$ cat config.mk
export PLATFORM = sky130hd
export DESIGN_NAME = shrimp_mem_arbiter
export DESIGN_NICKNAME = d
export VERILOG_FILES = /design/src/rtl/shrimp_mem_arbiter.sv
export SDC_FILE = /design/constraint.sdc
export NUM_CORES = 1
export LEC_CHECK = 0
export ABC_AREA = 1
export CORE_ASPECT_RATIO = 1.25
export CORE_MARGIN = 3
export CORE_UTILIZATION = 43
export DETAILED_ROUTE_END_ITERATION = 6
export MAX_ROUTING_LAYER = met4
export PLACE_DENSITY = 0.84
export SYNTH_ARGS = -nofsm -noshare
export SYNTH_HDL_FRONTEND = slang
export SYNTH_SLANG_ARGS = --single-unit
$ cat constraint.sdc
create_clock -name clock -period 2.7 [get_ports clock]
set_clock_uncertainty 0.2 [all_clocks]
set_input_delay 0.54 -clock clock [delete_from_list [all_inputs] [get_ports clock]]
set_output_delay 0.54 -clock clock [all_outputs]
set_load 0.05 [all_outputs]
$ cat src/rtl/shrimp_mem_arbiter.sv
// Two-port (fetch / load-store) arbiter in front of a single-ported memfile.
// Optional: define SHRIMP_ALIGN_CHECK_EN to reject odd-address load/store accesses.
module shrimp_mem_arbiter #(
    parameter int ADDR_W = 8,
    parameter int DATA_W = 16
) (
    input  logic              clock,
    input  logic              reset,
    input  logic              if_req_valid,
    output logic              if_req_ready,
    input  logic [ADDR_W-1:0] if_req_addr,
    output logic              if_rsp_valid,
    output logic [DATA_W-1:0] if_rsp_data,
    input  logic              ls_req_valid,
    output logic              ls_req_ready,
    input  logic [ADDR_W-1:0] ls_req_addr,
    input  logic              ls_req_write,
    input  logic [DATA_W-1:0] ls_req_wdata,
    output logic              ls_rsp_valid,
    output logic [DATA_W-1:0] ls_rsp_data,
    output logic              ls_rsp_err,
    output logic [ADDR_W-1:0] mem_addr,
    output logic [DATA_W-1:0] mem_write_val,
    output logic              mem_write_enable,
    input  logic [DATA_W-1:0] mem_read_val
);

    typedef enum logic {
        SRC_IF,
        SRC_LS
    } src_e;

    logic              acc_valid;
    logic              acc_write;
    src_e              acc_src;
    logic [ADDR_W-1:0] acc_addr;
    logic [DATA_W-1:0] acc_wdata;
    logic [1:0]        starve;
    logic              if_gnt;
    logic              ls_gnt;
    logic              acc_misaligned;
    logic              if_turn;

    // Fetch only wins a contended cycle after three straight LS wins.
    assign if_turn = (starve == 2'd3);
    assign if_gnt  = !reset && if_req_valid && (!ls_req_valid || if_turn);
    assign ls_gnt  = !reset && ls_req_valid && !(if_req_valid && if_turn);

    assign if_req_ready = if_gnt;
    assign ls_req_ready = ls_gnt;

`ifdef SHRIMP_ALIGN_CHECK_EN
    assign acc_misaligned = acc_addr[0] && (acc_src == SRC_LS);
`else
    assign acc_misaligned = 1'b0;
`endif

    // The address/data registers only load on accept, so they hold when idle.
    assign mem_addr      = acc_addr;
    assign mem_write_val = acc_wdata;

    // Gating with reset drops an in-flight store on the edge reset is seen.
    assign mem_write_enable = acc_valid && acc_write && (acc_src == SRC_LS)
                              && !acc_misaligned && !reset;

    always_ff @(posedge clock) begin
        if (reset) begin
            acc_valid <= 1'b0;
            acc_write <= 1'b0;
            acc_src   <= SRC_IF;
            acc_addr  <= '0;
            acc_wdata <= '0;
        end else if (ls_gnt) begin
            acc_valid <= 1'b1;
            acc_write <= ls_req_write;
            acc_src   <= SRC_LS;
            acc_addr  <= ls_req_addr;
            acc_wdata <= ls_req_wdata;
        end else if (if_gnt) begin
            acc_valid <= 1'b1;
            acc_write <= 1'b0;
            acc_src   <= SRC_IF;
            acc_addr  <= if_req_addr;
            acc_wdata <= '0;
        end else begin
            acc_valid <= 1'b0;
        end
    end

    always_ff @(posedge clock) begin
        if (reset) begin
            starve <= 2'd0;
        end else if (!if_req_valid || if_gnt) begin
            starve <= 2'd0;
        end else if (ls_gnt && !if_turn) begin
            starve <= starve + 2'd1;
        end
    end

    always_ff @(posedge clock) begin
        if (reset) begin
            if_rsp_valid <= 1'b0;
            if_rsp_data  <= '0;
            ls_rsp_valid <= 1'b0;
            ls_rsp_data  <= '0;
        end else begin
            if_rsp_valid <= acc_valid && (acc_src == SRC_IF);
            ls_rsp_valid <= acc_valid && (acc_src == SRC_LS);
            if (acc_valid && acc_src == SRC_IF) begin
                if_rsp_data <= mem_read_val;
            end
            if (acc_valid && acc_src == SRC_LS) begin
                ls_rsp_data <= (acc_write || acc_misaligned) ? '0 : mem_read_val;
            end
        end
    end

`ifdef SHRIMP_ALIGN_CHECK_EN
    always_ff @(posedge clock) begin
        if (reset) begin
            ls_rsp_err <= 1'b0;
        end else if (acc_valid && acc_src == SRC_LS) begin
            ls_rsp_err <= acc_misaligned;
        end else begin
            ls_rsp_err <= 1'b0;
        end
    end
`else
    assign ls_rsp_err = 1'b0;
`endif

endmodule

==> metrics.md <==
| Metric | Value |
|---|---|
| Status | finished clean |
| Final period util | 89.2% |
| Maximum clock rate | 415 MHz |
| Synth Area per Inst | 7.64 um2 |
| CTS tree | done |
| Tot Pwr | 2.36 mW |
| Final setup vio count | 0 |
| Reg-to-reg slack, setup | 0.99 ns |
| Worst flop-to-flop path endpoint | mem_write_val[6] |
| Vias in the first global route | 2,213 |
| Worst setup EP type | output port |
| Antenna violations before repair | 0 |
| Final GP Congestion | 0.794 |
| Clk_lat worst skew | 0.33 ns |
| Worst Path Arrival | 1.67 ns |
| Full die area | 0.00644 mm2 |
| Post-CTS Setup Bufs | 0 |
| Tightest Pin Transition | 0.536 ns |
| Distinct cells, synth | 21 |
| Die W | 72.4 um |
| Share of cells above drive strength 1 | 7.46% |
| IO buf count | 113 |
| Synth warnings | 0 |
| TritonCTS Buffers | 9 |
| Grt ovf | 0 |
| Startpoint Class | input port |
| Root Buffer | clkbuf_8 |
| WL/cell | 13.4 um |
| Core Region | 0.00519 mm2 |
| Min cycle time layout | 2.41 ns |
| Final core utilization | 72.2% |
| Hold_sp | starve[0] |
| Post-cts gate resize count | 0 |
| Num ports | 115 |
| Detailed-placement wirelength estimate | 4800 um |
| Sequential share of the synthesized area | 53.3% |
| Clk pwr share | 33.3% |
| Die Y | 89.0 um |
| Hold Fails Final Rpt | 0 |
| Combinational power share | 23.5% |
| Drt drc | 0 |
| Reg2reg start | starve[0] |
| Max Cap Viol | 0 |
| Via density per instance | 4.87 |
| Worst Hold End | starve[0] |
| First-pass GRT wire length | 9860 um |
| Core Rows | 29 |
| Max Root-Sink Buffers | 2 |
| Sum of negative setup slack | 0 ns |
| PD cells | 630 mW/mm2 |
| Post-route cell area | 0.00375 mm2 |
| Reg power frac | 43.2% |
| Synthesized area | 0.00237 mm2 |
| CP peak stage delay | 0.43 ns |
| Tot GR Track Use | 20.4% |
| Critical Path RT | 1.96 ns |
| Slowest-stage cell, CP | clkdlybuf4s50_1 |
| Worst relative slew slack | 64.2% |
| DR iter-0 viols | 117 |
| Cell leakage power | 1.59 nW |
| WP buf/inv | 3 |
| VDD IR max | 0.346 mV |
| R2r worst-path depth | 7 |
| Synth Register Bits | 63 |
| Crit Path Class | input port to output port |
| Unrepaired setup endpoints after global routing | no |
| Pint | 1.65 mW |
| Area Growth Syn to Fin | 58.4% |
| Max-slew violation count | 0 |
| Largest net degree at the start of global routing | 29 |
| Clock sinks | 63 |
| CP max FO | 5 |
| Worst Hold Class | register to register |
| Pre-CTS WS | 0.321 ns |
| Post-route ant nets | 0 |
| PnR worst setup slack | 0.292 ns |
| Switching Power | 0.716 mW |
| Placed inst area | 0.00356 mm2 |
| Post-Route WL | 6560 um |
| Final Non-Filler Cells | 491 |
| Layout net count | 478 |
| CP Cell Sequence | clkdlybuf4s50_1, inv_2, nand3_1, nor2_1, buf_12 |
| H-tree Lvls | 3 |
| Mapped Cells | 310 |
| Initial Util | 45.6% |
| Syn_nets | 364 |
| Cells after DPL | 475 |
| WHS Path Cells | 1 |
| Pre-Repair DR Iteration Count | 6 |
| Crit-path leading delay family | buffers and inverters |
| Vias | 2,391 |
| Diode count | 0 |
| Clock Pin Slew Worst Setup and Hold Paths | 0.06 ns |
| Sw Share | 30.3% |
| Final hold slack | 0.223 ns |
| Cts hold-fix bufs | 0 |
## flip-flops by register name, summed over array words and instances, names as in the netlist
name	count
ls_rsp_valid	1
ls_rsp_data	16
mem_addr	8
if_rsp_valid	1
mem_write_val	16
acc_valid	1
if_rsp_data	16
acc_src	1
starve	2
acc_write	1
## layout make-up
class | instances | area [um2]
Fill cell | 418 | 1440
Sequential cell | 63 | 1260
Timing Repair Buffer | 120 | 1210
Multi-Input combinational cell | 206 | 913
Clock buffer | 12 | 145
Inverter | 24 | 92.6
Tap cell | 62 | 77.6
Clock inverter | 4 | 45.0
## worst max path at each step
stage | slack (ns) | cells past startpoint | from | endpoint
final | 0.29 | 5 | reset | mem_write_enable
after global routing | 0.24 | 5 | reset | mem_write_enable
after CTS | 0.32 | 5 | reset | mem_write_enable
after detailed placement | 0.32 | 5 | reset | mem_write_enable
after global placement | 0.32 | 5 | reset | mem_write_enable
after floorplan | 0.28 | 4 | reset | mem_write_enable
## cell usage after synthesis (all sizes together)
library cell	number	area share, %
buf	15	3.9
conb	1	0.16
nand2	79	13
inv	23	3.8
ha	1	0.53
clkinv	1	0.16
clkbuf	2	0.32
nand4	1	0.26
nor2	39	6.5
dfxtp	63	53
a21oi	18	3.8
nand3	34	7.7
o21ai	33	7.0
## power by group through the flow
stage | Combinational (mW) | Clock, mW | Sequential [mW]
finish | 0.554 | 0.786 | 1.02
CTS | 0.557 | 0.803 | 1.02
detailed placement | 0.555 | 0 | 1.04
global route | 0.586 | 0.847 | 1.03
global placement | 0.548 | 0 | 1.04
floorplan | 0.133 | 0 | 1.23
## metal layers
| metal | up-vias | share of wire [%] | track usage, % |
|---|---|---|---|
| li1 | 1217 | - | - |
| met1 | 1073 | 41 | 21.7 |
| met2 | 85 | 49 | 34.7 |
| met3 | 16 | 6.6 | 4.39 |
| met4 | 0 | 3.0 | 11.6 |
| met5 | - | 0 | - |
## cells by family after synthesis
kind of cell             Yosys count  synth area share [%]
AND/OR/NAND/NOR                  153                  27.1
flip-flops                        63                  53.3
AO/OA/AOI/OAI                     51                  10.8
buffers and inverters             41                  8.14
adder cells (fa/ha/maj)            1                 0.528
other                              1                 0.158
## cells in the final DEF, fill, tap and decap left out
| cell | Yosys | routed |
|---|---|---|
| conb_1 | 1 | 1 |
| nor2_4 | 1 | 1 |
| a21oi_1 | 18 | 18 |
| dfxtp_1 | 63 | 63 |
| clkbuf_1 | 2 | 2 |
| inv_4 | 1 | 1 |
| clkbuf_8 | 0 | 10 |
| clkinv_1 | 1 | 1 |
| buf_12 | 0 | 3 |
| inv_2 | 4 | 4 |
| nand3_1 | 33 | 33 |
| nor2_1 | 38 | 38 |
| nand4_1 | 1 | 1 |
| ha_1 | 1 | 1 |
| bufinv_16 | 0 | 1 |
| clkinv_2 | 0 | 3 |
| nand2_1 | 78 | 78 |
| nand3_4 | 1 | 1 |
| nand2_2 | 1 | 1 |
| clkdlybuf4s50_1 | 0 | 110 |
| buf_4 | 3 | 7 |
| o21ai_0 | 33 | 33 |
| inv_1 | 18 | 18 |
Note: power is estimated with default switching activity, not from simulation.
